--- config.mk ---
export PLATFORM = sky130hd
export DESIGN_NAME = video_pattern_gen
export DESIGN_NICKNAME = d
export VERILOG_FILES = /design/src/rtl/video_pattern_gen.sv
export SDC_FILE = /design/constraint.sdc
export NUM_CORES = 1
export LEC_CHECK = 0
export CAP_MARGIN = 5
export CORE_UTILIZATION = 52
export CTS_BUF_LIST = sky130_fd_sc_hd__clkbuf_16
export CTS_CLUSTER_SIZE = 20
export DETAILED_ROUTE_END_ITERATION = 10
export PLACE_DENSITY = 0.79
export SLEW_MARGIN = 15
export SYNTH_ARGS = -nofsm -noshare
export SYNTH_HDL_FRONTEND = slang
export SYNTH_SLANG_ARGS = --single-unit
--- constraint.sdc ---
create_clock -name clk -period 4.5 [get_ports clk]
set_input_delay 0.9 -clock clk [delete_from_list [all_inputs] [get_ports clk]]
set_output_delay 0.9 -clock clk [all_outputs]
set_load 0.005 [all_outputs]
--- src/rtl/video_pattern_gen.sv ---
// video_pattern_gen
// Programmable video timing and test-pattern generator. Produces frame sync
// (fs), line sync (hs), a valid strobe and CHANNELS parallel pattern words
// per beat. Active/blank geometry is set by parameters. The pattern is
// selected at runtime and latched at each frame start.
// Downstream backpressure (ready) freezes the generator only while a pixel
// beat is being presented.
// Optional feature: define VPG_CHECKSUM_EN to build the per-frame checksum
// that drives frame_sum. Without it, frame_sum is tied to 0.
//
// Handshake: a beat is presented while valid=1 and transfers on a rising edge
// where valid=1 and ready=1. While valid=1 and ready=0 the counters and every
// output hold. While valid=0, ready is ignored and the timing advances.
module video_pattern_gen #(
    parameter int DATA_WIDTH = 8,
    parameter int CHANNELS   = 1,
    parameter int H_ACTIVE   = 32,
    parameter int H_BLANK    = 5,
    parameter int V_FRONT    = 1,
    parameter int V_ACTIVE   = 32,
    parameter int V_BACK     = 3
) (
    input  logic                           clk,
    input  logic                           rst_n,
    input  logic                           en,
    input  logic [1:0]                     mode,
    input  logic [DATA_WIDTH-1:0]          const_val,
    input  logic                           ready,
    output logic                           fs,
    output logic                           hs,
    output logic                           valid,
    output logic [CHANNELS*DATA_WIDTH-1:0] data,
    output logic [11:0]                    x,
    output logic [11:0]                    y,
    output logic [15:0]                    frame_cnt,
    output logic [31:0]                    frame_sum
);

    // Counters carry two spare bits above the 12-bit geometry. The vertical
    // offset subtraction wraps into that headroom for lines above the active
    // region, so a single unsigned compare finds active lines.
    localparam int CW = 14;
    localparam logic [CW-1:0] H_LAST  = CW'(H_ACTIVE + H_BLANK - 1);
    localparam logic [CW-1:0] V_LAST  = CW'(V_FRONT + V_ACTIVE + V_BACK - 1);
    localparam logic [CW-1:0] H_ACT   = CW'(H_ACTIVE);
    localparam logic [CW-1:0] V_ACT   = CW'(V_ACTIVE);
    localparam logic [CW-1:0] V_FIRST = CW'(V_FRONT);

    typedef enum logic {
        IDLE = 1'b0,
        RUN  = 1'b1
    } state_t;

    state_t                         state;
    state_t                         state_next;
    logic [CW-1:0]                  h_cnt;
    logic [CW-1:0]                  v_cnt;
    logic [CW-1:0]                  h_next;
    logic [CW-1:0]                  v_next;
    logic [CW-1:0]                  y_raw;
    logic                           at_h_last;
    logic                           at_last;
    logic                           at_origin;
    logic                           advance;
    logic                           line_act;
    logic                           pix_act;
    logic [11:0]                    x_pos;
    logic [11:0]                    y_pos;
    logic [1:0]                     mode_q;
    logic [1:0]                     mode_eff;
    logic [DATA_WIDTH-1:0]          const_q;
    logic [DATA_WIDTH-1:0]          const_eff;
    logic [CHANNELS*DATA_WIDTH-1:0] pix_data;

    // Position decode for the current counter values.
    always_comb begin
        at_h_last = (h_cnt == H_LAST);
        at_last   = at_h_last && (v_cnt == V_LAST);
        at_origin = (h_cnt == '0) && (v_cnt == '0);
        advance   = !(valid && !ready);
        y_raw     = v_cnt - V_FIRST;
        line_act  = (y_raw < V_ACT);
        pix_act   = line_act && (h_cnt < H_ACT);
        x_pos     = pix_act ? h_cnt[11:0] : 12'd0;
        y_pos     = line_act ? y_raw[11:0] : 12'd0;
        // The first pixel of a frame must already use the newly sampled settings.
        mode_eff  = at_origin ? mode : mode_q;
        const_eff = at_origin ? const_val : const_q;
    end

    // FSM next state and raster counter next values.
    always_comb begin
        state_next = state;
        h_next     = h_cnt;
        v_next     = v_cnt;
        case (state)
            IDLE: begin
                if (en) begin
                    state_next = RUN;
                end
            end
            RUN: begin
                if (at_last && !en) begin
                    state_next = IDLE;
                end
                if (at_h_last) begin
                    h_next = '0;
                    v_next = (v_cnt == V_LAST) ? '0 : v_cnt + 1'b1;
                end else begin
                    h_next = h_cnt + 1'b1;
                end
            end
            default: state_next = IDLE;
        endcase
    end

    // Pattern words for the pixel at the current counter position.
    always_comb begin
        pix_data = '0;
        for (int c = 0; c < CHANNELS; c++) begin
            case (mode_eff)
                2'd0:    pix_data[c*DATA_WIDTH +: DATA_WIDTH] = DATA_WIDTH'(x_pos) + DATA_WIDTH'(y_pos) + DATA_WIDTH'(c);
                2'd1:    pix_data[c*DATA_WIDTH +: DATA_WIDTH] = const_eff;
                2'd2:    pix_data[c*DATA_WIDTH +: DATA_WIDTH] = {DATA_WIDTH{x_pos[3] ^ y_pos[3]}};
                default: pix_data[c*DATA_WIDTH +: DATA_WIDTH] = DATA_WIDTH'(frame_cnt) + DATA_WIDTH'(c);
            endcase
        end
    end

    // State register and raster counters. Everything freezes during a stalled beat.
    always_ff @(posedge clk or negedge rst_n) begin
        if (!rst_n) begin
            state <= IDLE;
            h_cnt <= '0;
            v_cnt <= '0;
        end else if (advance) begin
            state <= state_next;
            h_cnt <= h_next;
            v_cnt <= v_next;
        end
    end

    // Pattern settings are sampled once per frame, at the frame origin.
    always_ff @(posedge clk or negedge rst_n) begin
        if (!rst_n) begin
            mode_q  <= 2'd0;
            const_q <= '0;
        end else if (advance && at_origin) begin
            mode_q  <= mode;
            const_q <= const_val;
        end
    end

    // Registered outputs: one cycle behind the counter position.
    always_ff @(posedge clk or negedge rst_n) begin
        if (!rst_n) begin
            fs    <= 1'b0;
            hs    <= 1'b0;
            valid <= 1'b0;
            data  <= '0;
            x     <= 12'd0;
            y     <= 12'd0;
        end else if (advance) begin
            if (state == RUN) begin
                fs    <= line_act;
                hs    <= pix_act;
                valid <= pix_act;
                data  <= pix_act ? pix_data : '0;
                x     <= x_pos;
                y     <= y_pos;
            end else begin
                fs    <= 1'b0;
                hs    <= 1'b0;
                valid <= 1'b0;
                data  <= '0;
                x     <= 12'd0;
                y     <= 12'd0;
            end
        end
    end

    // Completed-frame counter: bumps when leaving the last raster position.
    always_ff @(posedge clk or negedge rst_n) begin
        if (!rst_n) begin
            frame_cnt <= 16'd0;
        end else if (state == RUN && advance && at_last) begin
            frame_cnt <= frame_cnt + 16'd1;
        end
    end

`ifdef VPG_CHECKSUM_EN
    logic [31:0] acc;
    logic [31:0] beat_sum;
    logic        beat_take;
    logic        last_beat;

    // Sum of all channel words of the beat currently presented.
    always_comb begin
        beat_sum = 32'd0;
        for (int c = 0; c < CHANNELS; c++) begin
            beat_sum = beat_sum + 32'(data[c*DATA_WIDTH +: DATA_WIDTH]);
        end
        beat_take = valid && ready;
        last_beat = beat_take && (x == 12'(H_ACTIVE - 1)) && (y == 12'(V_ACTIVE - 1));
    end

    // Accumulate accepted beats. Publish the total as the last beat transfers.
    always_ff @(posedge clk or negedge rst_n) begin
        if (!rst_n) begin
            acc       <= 32'd0;
            frame_sum <= 32'd0;
        end else begin
            if (state == IDLE || at_origin) begin
                acc <= 32'd0;
            end else if (beat_take) begin
                acc <= acc + beat_sum;
            end
            if (last_beat) begin
                frame_sum <= acc + beat_sum;
            end
        end
    end
`else
    assign frame_sum = 32'd0;
`endif

endmodule
==> impl_metrics.yaml, run 1 <==
clock_network:
  clock-sinks: 89
  numCtsBuffers: 9
  ctsRootBufferMaster: "clkbuf_16"
  cts.clk_slew.worst_paths_ps: 70
  cts_hold_repair.buffers: 0
  post_cts_resized: 0
  cts_tree: "yes"
  h-tree-depth: 3
  postCtsSetupBuffers: 0
  clk_latency_ps: 340
  clock_path_buffers: 2
power_and_ir_drop:
  p_leak_nw: 2.61
  peakVddDrop_v: 0.000209
  total_power_w: 0.00196
  power_density_mw_per_mm2: 332
timing:
  maxSlewViolCount: 0
  finalSetupViolCount: 0
  fin_setup_tns_ps: 0
  fmax_ghz: 0.240
  rsz0062_at_grt: "no"
  fin_crit_ps: 4160
  hold_violations: 0
  tightest_slew_ps: 825
  finClkSkew_ps: 6.38
  maxSlewHeadroom: 0.446
  min_period_over_period: 0.925
floorplanning:
  core_area_mm2: 0.00924
  io_pins: 97
  dieHeight_um: 99.6
  die_area_mm2: 0.00991
  floorplan.initialDensity: 0.536
  dieWidth_um: 99.6
  rows: 35
final_layout:
  layout_commonest_cell: "dfrtp_1"
  layout_common_cells: "89 x dfrtp_1, 63 x clkdlybuf4s50_1, 51 x nand2_1"
  drive_above_1_share: 0.0753
  area_growth_pct: 19.2
  n_antenna_cell: 0
  final_nets: 593
yosys:
  ys_ff_latch: 89
  ys_types: 54
  async_flop_share: 1.00
  yosysWarnings: 0
  synth_area_per_cell_um2: 9.71
  synth-edff-count: 0
  yosys_most_used_dff: "dfrtp_1"
  syn_area_mm2: 0.00495
  seq_area_frac_synth: 0.450
  synth_cells: 510
detailed_routing:
  drtIter0Drc: 278
  firstDrtPassIters: 5
  wl_per_cell_um: 16.0
  routed_wl_um: 11200
  ant_nets: 0
  drc: 0
  num_vias: 3962
  viasPerCell: 5.66
critical_path:
  cp_common_cell: "ha_1"
  path_class: "reg2reg"
  path_cells: "inv_1 -> ha_1 -> o21bai_1 -> a21o_1 -> a21oi_1 -> o211ai_1 -> or2_2 -> nor3_1 -> ha_1 -> a211oi_1 -> buf_4 -> nor2_1 -> o41ai_1 -> o31a_1 -> o31ai_1 -> a32o_1"
  max_stage_delay_ps: 460
  crit_path_end_kind: "register"
  endpoint: "data[5]$_DFFE_PN0N_"
  arrival_ps: 4400
  reg2reg_depth: 16
  r2r-end: "data[5]$_DFFE_PN0N_"
  crit_start: "v_cnt[0]$_DFFE_PN0P_"
  cp_slowest_cell: "dfrtp_1"
  startpoint_type: "register"
  cp_data_required_time_ps: 4730
  cp_max_fo: 13
  rrSetupSlack_ps: 340
  r2r_start: "v_cnt[0]$_DFFE_PN0P_"
grt:
  antenna_found_initial: 0
  grt_pass1_vias: 3731
  gr-total-overflow: 0
  grt_max_degree: 62
  grt_use_total: 0.235
  grt_pass1_wl_um: 18500
run_status:
  status: "completed"
min_path:
  timing.hold.worst.class: "reg2reg"
placed_design:
  hpwl_um: 7930
  port_buffers: 64
  gp_congestion: 0.956
job:
  cap_viol_max_count: 0
## layer usage
layer	wire, um	vias to the layer above	GRT usage
li1	-	1844	-
met2	5130	195	0.360
met1	5010	1892	0.331
met4	340	0	0.115
met5	0	-	0
met3	724	31	0.0316
## where the power goes
group          total [W]  switching, W  internal [W]
Clock           0.000931      0.000327      0.000605
Sequential      0.000884     0.0000562      0.000828
Combinational   0.000144     0.0000882     0.0000560
## cell families after synthesis
| kind of cell | synth area share |
|---|---|
| multiplexers | 0.0326 |
| other | 0.000758 |
| AND/OR/NAND/NOR | 0.211 |
| AO/OA/AOI/OAI | 0.117 |
| adder cells (fa/ha/maj) | 0.0344 |
| flip-flops | 0.450 |
| XOR/XNOR | 0.0690 |
| buffers and inverters | 0.0862 |
## cell usage after synthesis (3+ instances only)
| master | count | area (um^2) |
|---|---|---|
| xor2_1 | 8 | 70.1 |
| inv_1 | 8 | 30.0 |
| nand2_1 | 51 | 191 |
| a22o_1 | 4 | 35.0 |
| o31ai_1 | 7 | 52.6 |
| and3_1 | 7 | 43.8 |
| buf_6 | 3 | 33.8 |
| mux2_2 | 13 | 146 |
| a21oi_1 | 7 | 35.0 |
| nand2b_1 | 9 | 56.3 |
| o211ai_1 | 8 | 60.1 |
| xnor2_1 | 31 | 272 |
| or4_1 | 4 | 30.0 |
| nor2_1 | 33 | 124 |
| a32o_1 | 3 | 30.0 |
| o22ai_1 | 3 | 18.8 |
| o31a_1 | 3 | 26.3 |
| nor3_1 | 15 | 75.1 |
| nor4_1 | 7 | 43.8 |
| ha_1 | 12 | 150 |
| and2_1 | 20 | 125 |
| or3_1 | 5 | 31.3 |
| nor2b_1 | 3 | 18.8 |
| buf_4 | 36 | 270 |
| clkbuf_1 | 18 | 67.6 |
| nand3_1 | 17 | 85.1 |
| dfrtp_1 | 89 | 2230 |
| o221ai_1 | 4 | 35.0 |
| o21ai_0 | 36 | 180 |
| nand4_1 | 12 | 75.1 |
| and4_1 | 4 | 35.0 |
## flip-flops by register name (all words and copies together) (netlist names), 2 cells and up
signal / cells
frame_cnt: 16
h_cnt: 14
v_cnt: 14
x: 12
y: 12
const_q: 8
data: 8
mode_q: 2
## layout make-up
class | instances | area, um^2
repair buffers | 69 | 676
inverters | 8 | 30.0
well taps | 129 | 161
fillers | 732 | 3340
multi-input cells | 389 | 2430
flip-flops and latches | 89 | 2230
clock buffers | 9 | 225
clock inverters | 7 | 148
## worst min-delay path by stage
stage / startpoint / endpoint / slack (ps) / cells past startpoint
floorplan: h_cnt[13]$_DFFE_PN0P_ / h_cnt[13]$_DFFE_PN0P_ / 440 / 1
global placement: frame_cnt[15]$_DFFE_PN0P_ / frame_cnt[15]$_DFFE_PN0P_ / 460 / 1
detailed placement: h_cnt[13]$_DFFE_PN0P_ / h_cnt[13]$_DFFE_PN0P_ / 470 / 1
CTS: h_cnt[13]$_DFFE_PN0P_ / h_cnt[13]$_DFFE_PN0P_ / 480 / 1
global route: h_cnt[13]$_DFFE_PN0P_ / h_cnt[13]$_DFFE_PN0P_ / 490 / 1
finish: frame_cnt[15]$_DFFE_PN0P_ / frame_cnt[15]$_DFFE_PN0P_ / 480 / 1
## metrics by stage
stage,hold WS (ps),area (um^2),setup WS [ps],util,instances
finish,477,5900,336,0.639,700
global route,486,5900,12.3,0.639,700
CTS,482,5900,374,0.638,700
detailed placement,467,5520,397,0.598,684
global placement,460,5520,591,0.598,684
floorplan,443,5080,532,-,545
## critical path: cells and delay by family, from the launching register on
kind,cells,cell delay (ps)
adder cells (fa/ha/maj),2,610
AO/OA/AOI/OAI,9,1790
buffers and inverters,2,280
AND/OR/NAND/NOR,3,910
flip-flops,1,460
Power figures use the tool's default switching activity.
==> run 2: changes to the inputs <==
--- a/config.mk
+++ b/config.mk
@@ -5,10 +5,10 @@
 export SDC_FILE = /design/constraint.sdc
 export NUM_CORES = 1
 export LEC_CHECK = 0
-export CAP_MARGIN = 5
+export CORE_MARGIN = 2
 export CORE_UTILIZATION = 52
 export CTS_BUF_LIST = sky130_fd_sc_hd__clkbuf_16
-export CTS_CLUSTER_SIZE = 20
+export CTS_CLUSTER_SIZE = 16
 export DETAILED_ROUTE_END_ITERATION = 10
 export PLACE_DENSITY = 0.79
 export SLEW_MARGIN = 15
==> run 2 against run 1 <==
Net effect: combinational power about the same; routed wire length decreased by 1.3%; sequential cell count is the same; register-to-register slack improved by 110 ps; maximum frequency up 2.7%; critical path type unchanged; largest power group is now registers.
==> impl_metrics.yaml, run 2 (synthesis results as in run 1) <==
run_status:
  status: "completed"
clock_network:
  cts_tree: "yes"
  h-tree-depth: 3
  post_cts_resized: 0
  ctsRootBufferMaster: "clkbuf_16"
  cts_hold_repair.buffers: 0
  postCtsSetupBuffers: 0
  numCtsBuffers: 9
  clock_path_buffers: 2
  cts.clk_slew.worst_paths_ps: 60
  clock-sinks: 89
  clk_latency_ps: 340
timing:
  hold_slack_ps: 473
  rsz0062_at_grt: "no"
  finClkSkew_ps: 7.85
  fin_setup_tns_ps: 0
  fin_crit_ps: 4060
  min_period_over_period: 0.901
  fmax_ghz: 0.247
  maxSlewViolCount: 0
  finalSetupViolCount: 0
  hold_violations: 0
  maxSlewHeadroom: 0.270
  tightest_slew_ps: 1090
floorplanning:
  dieWidth_um: 102
  dieHeight_um: 102
  rows: 35
  die_area_mm2: 0.0103
  floorplan.initialDensity: 0.536
  io_pins: 97
  core_area_mm2: 0.00924
critical_path:
  arrival_ps: 4280
  cp_data_required_time_ps: 4730
  crit_path_end_kind: "register"
  cp_max_fo: 13
  path_class: "reg2reg"
  startpoint_type: "register"
final_layout:
  largest-register: "frame_cnt"
  fin_cells: 700
  final_nets: 594
  utilization: 0.632
  n_antenna_cell: 0
  layout_common_cells: "89 x dfrtp_1, 63 x clkdlybuf4s50_1, 51 x nand2_1"
  largest_reg_flops: 16
  reg_top3: "frame_cnt (16), h_cnt (14), v_cnt (14)"
  layout_commonest_cell: "dfrtp_1"
  drive_above_1_share: 0.0771
  regArea_mm2: 0.00223
  area_growth_pct: 17.9
  multi_input_area_mm2: 0.00243
  fillers: 746
detailed_routing:
  ant_nets: 0
  drc: 0
  routed_wl_um: 11100
  wl_per_cell_um: 15.8
  drtIter0Drc: 280
  firstDrtPassIters: 5
  viasPerCell: 5.68
  num_vias: 3979
power_and_ir_drop:
  peakVddDrop_v: 0.000204
  power_density_mw_per_mm2: 306
  p_leak_nw: 2.58
grt:
  antenna_found_initial: 0
  grt_use_total: 0.227
  gr-total-overflow: 0
  grt_pass1_vias: 3711
  grt_max_degree: 56
  grt_pass1_wl_um: 18500
placed_design:
  port_buffers: 64
  placedCellCount: 685
  hpwl_um: 8100
  gp_congestion: 1.01
min_path:
  timing.hold.worst.class: "reg2reg"
job:
  cap_viol_max_count: 0
==> run 2: changes by cell type in the layout (fill, tap and decap cells not counted), sizes merged <==
cell | before | now
buf | 6 | 7
bufinv | 4 | 1
clkinvlp | 1 | 2
inv | 10 | 11
==> run 2: final timing paths <==
path,endpoint,depth (start not counted),slack (ps),start
worst max-delay path,data[5]$_DFFE_PN0N_,16,440,v_cnt[0]$_DFFE_PN0P_
worst min-delay path,v_cnt[13]$_DFFE_PN0P_,1,470,v_cnt[13]$_DFFE_PN0P_
worst max register to register,data[5]$_DFFE_PN0N_,16,440,v_cnt[0]$_DFFE_PN0P_
worst min register to register,v_cnt[13]$_DFFE_PN0P_,1,470,v_cnt[13]$_DFFE_PN0P_
max in group asynchronous,y[5]$_DFFE_PN0N_,2,2980,rst_n
min in group asynchronous,v_cnt[12]$_DFFE_PN0P_,1,590,rst_n
==> run 2: power by group <==
| group | total [W] | switching (W) | leakage [nW] | internal, W |
|---|---|---|---|---|
| sequential | 0.000886 | 0.0000586 | 1.20 | 0.000828 |
| clock | 0.000754 | 0.000320 | 0.140 | 0.000435 |
| combinational | 0.000144 | 0.0000877 | 1.23 | 0.0000564 |
==> run 2: metrics by stage <==
step | power, W | instance area (um^2) | setup slack (ps)
final | 0.00178 | 5840 | 444
after global routing | 0.00186 | 5840 | 119
after CTS | 0.00179 | 5830 | 398
after detailed placement | 0.00104 | 5530 | 401
after global placement | 0.00103 | 5530 | 579
after floorplan | 0.00102 | 5080 | 532
==> run 2: cell type report <==
| type | instances | area share |
|---|---|---|
| multi-input combinational | 389 | 0.417 |
| sequential | 89 | 0.382 |
| clock inverter | 6 | 0.0127 |
| clock buffer | 9 | 0.0386 |
| timing repair buffer | 70 | 0.117 |
| tap | 129 | 0.0277 |
| inverter | 8 | 0.00515 |
==> run 2: routing by layer <==
layer / part of all wire / wire, um / track usage
met1: 0.44 / 4830 / 0.319
met2: 0.48 / 5280 / 0.363
met3: 0.066 / 734 / 0.0317
met4: 0.019 / 215 / 0.0780
met5: 0 / 0 / 0
==> run 2: critical path, cell delays in order (launching register included) <==
cell and delay (ps):
dfrtp_1 480, inv_1 110, ha_1 300, o21bai_1 210
a21o_1 190, a21oi_1 120, o211ai_1 150, or2_2 450
nor3_2 290, ha_1 280, a211oi_1 240, buf_4 180
nor2_1 60, o41ai_1 370, o31a_1 200, o31ai_1 70
a32o_1 240
==> run 3: changes to the inputs <==
--- a/config.mk
+++ b/config.mk
@@ -5,7 +5,7 @@
 export SDC_FILE = /design/constraint.sdc
 export NUM_CORES = 1
 export LEC_CHECK = 0
-export CORE_MARGIN = 2
+export CORE_MARGIN = 4
 export CORE_UTILIZATION = 52
 export CTS_BUF_LIST = sky130_fd_sc_hd__clkbuf_16
 export CTS_CLUSTER_SIZE = 16
==> run 3 against run 2 <==
Net effect: setup slack lost 68 ps; sequential power about the same; global-route usage fell by 2.4 points; cell area up 0.69%; core utilization grew 0.43 points; largest cell class unchanged; clock power rose by 8.8%; cell count increased by 0.29%; first-iteration DRC count is 7.5% higher; highest routed layer unchanged; hold slack improved by 1.0 ps.
==> impl_metrics.yaml, run 3 (synthesis results as in run 1) <==
critical_path:
  cp_data_required_time_ps: 4730
  crit_path_end_kind: "register"
  cp_max_fo: 13
  startpoint_type: "register"
  path_class: "reg2reg"
  arrival_ps: 4350
timing:
  finalSetupViolCount: 0
  maxSlewHeadroom: 0.515
  min_period_over_period: 0.917
  finClkSkew_ps: 7.40
  fin_setup_tns_ps: 0
  maxSlewViolCount: 0
  timing.final.ws_setup_ps: 375
  hold_violations: 0
  rsz0062_at_grt: "no"
  fin_crit_ps: 4120
  fmax_ghz: 0.242
  tightest_slew_ps: 728
power_and_ir_drop:
  p_leak_nw: 2.60
  power_switching_w: 0.000470
  p_comb_frac: 0.077
  seqPwrFrac: 0.479
  internal_power_w: 0.00138
  power_density_mw_per_mm2: 314
  p_clk_frac: 0.444
  swShare: 0.254
  peakVddDrop_v: 0.000193
clock_network:
  cts_hold_repair.buffers: 0
  postCtsSetupBuffers: 0
  cts_tree: "yes"
  clk_latency_ps: 340
  clock_path_buffers: 2
  ctsRootBufferMaster: "clkbuf_16"
  h-tree-depth: 3
  clock-sinks: 89
  post_cts_resized: 0
  cts.clk_slew.worst_paths_ps: 70
  numCtsBuffers: 9
detailed_routing:
  wl_met1_um: 5020
  drtIter0Drc: 301
  num_vias: 3905
  routed_wl_um: 11300
  wl_met2_um: 5250
  ant_nets: 0
  drc: 0
  firstDrtPassIters: 6
  wl_per_cell_um: 16.1
  dr.max_layer_used: "met4"
  wl_met3_um: 757
  viasPerCell: 5.56
placed_design:
  hpwl_um: 7980
  port_buffers: 64
  gp_congestion: 0.958
  place_worst_setup_slack_ps: 377
final_layout:
  final_nets: 595
  reg_top3: "frame_cnt (16), h_cnt (14), v_cnt (14)"
  drive_above_1_share: 0.0785
  fillers: 756
  area_growth_pct: 18.7
  largest_reg_flops: 16
  layout_commonest_cell: "dfrtp_1"
  n_antenna_cell: 0
  regArea_mm2: 0.00223
  multi_input_area_mm2: 0.00244
  layout_common_cells: "89 x dfrtp_1, 63 x clkdlybuf4s50_1, 51 x nand2_1"
  largest-register: "frame_cnt"
grt:
  gr-total-overflow: 0
  grt_use_total: 0.203
  grt_pass1_vias: 3663
  grt_pass1_wl_um: 18300
  grt_max_degree: 59
  antenna_found_initial: 0
floorplanning:
  rows: 35
  io_pins: 97
  dieWidth_um: 106
  dieHeight_um: 106
  core_area_mm2: 0.00924
  floorplan.initialDensity: 0.536
  die_area_mm2: 0.0111
min_path:
  timing.hold.worst.class: "reg2reg"
run_status:
  status: "completed"
job:
  cap_viol_max_count: 0
[run 3: cell types whose count changed in the layout (fill, tap and decap cells not counted)]
cell / delta
inv_6: -1
clkinv_1: +1
clkinvlp_4: -2
buf_4: +1
bufinv_16: +1
nor2b_2: -1
nor2b_4: +1
clkinv_4: +2
[run 3: metrics by stage]
stage / hold WS, ps / instance area, um^2 / total power (W) / utilization / instances
CTS: 476 / 5870 / 0.00185 / 0.635 / 702
detailed placement: 461 / 5540 / 0.00103 / 0.599 / 686
global placement: 461 / 5540 / 0.00102 / 0.599 / 686
global route: 491 / 5880 / 0.00191 / 0.636 / 702
finish: 474 / 5880 / 0.00185 / 0.636 / 702
floorplan: 443 / 5080 / 0.00102 / - / 545
[run 3: final timing paths]
path                       slack [ps]                  start                     to  cells after the start
hold reg to reg                   470  h_cnt[13]$_DFFE_PN0P_  h_cnt[13]$_DFFE_PN0P_                      1
max in group asynchronous        2990                  rst_n       x[4]$_DFFE_PN0N_                      2
min in group asynchronous         620                  rst_n  v_cnt[13]$_DFFE_PN0P_                      1
setup reg to reg                  380   v_cnt[0]$_DFFE_PN0P_    data[5]$_DFFE_PN0N_                     16
hold / removal                    470  h_cnt[13]$_DFFE_PN0P_  h_cnt[13]$_DFFE_PN0P_                      1
setup / recovery                  380   v_cnt[0]$_DFFE_PN0P_    data[5]$_DFFE_PN0N_                     16
[run 3: layout make-up]
| class | instances | share of cell area |
|---|---|---|
| Clock buffer | 9 | 0.0383 |
| Clock inverter | 7 | 0.0172 |
| Inverter | 8 | 0.00511 |
| Multi-Input combinational cell | 389 | 0.415 |
| Sequential cell | 89 | 0.379 |
| Tap cell | 129 | 0.0275 |
| Timing Repair Buffer | 71 | 0.118 |
[run 3: per-layer routing]
metal / global-route usage / vias up
met1: 0.272 / 1874
li1: - / 1847
met3: 0.0521 / 25
met4: 0.0620 / 0
met5: 0 / -
met2: 0.326 / 159
[run 3: critical path, cell delays in order, from the launching register on]
cell and delay, ps:
dfrtp_1 490, inv_1 120, ha_1 310, o21bai_1 210, a21o_1 180, a21oi_1 120, o211ai_1 140, or2_2 450
nor3_2 270, ha_1 270, a211oi_1 240, buf_4 190, nor2_1 70, o41ai_1 390, o31a_1 220, o31ai_1 90
a32o_1 250
[run 3: power groups by stage]
stage / sequential, W / combinational (W) / clock (W)
2_1_floorplan: 0.000857 / 0.000161 / 0
3_3_place_gp: 0.000892 / 0.000130 / 0
3_5_place_dp: 0.000895 / 0.000135 / 0
4_1_cts: 0.000883 / 0.000138 / 0.000829
5_1_grt: 0.000890 / 0.000160 / 0.000858
6_report: 0.000885 / 0.000142 / 0.000820
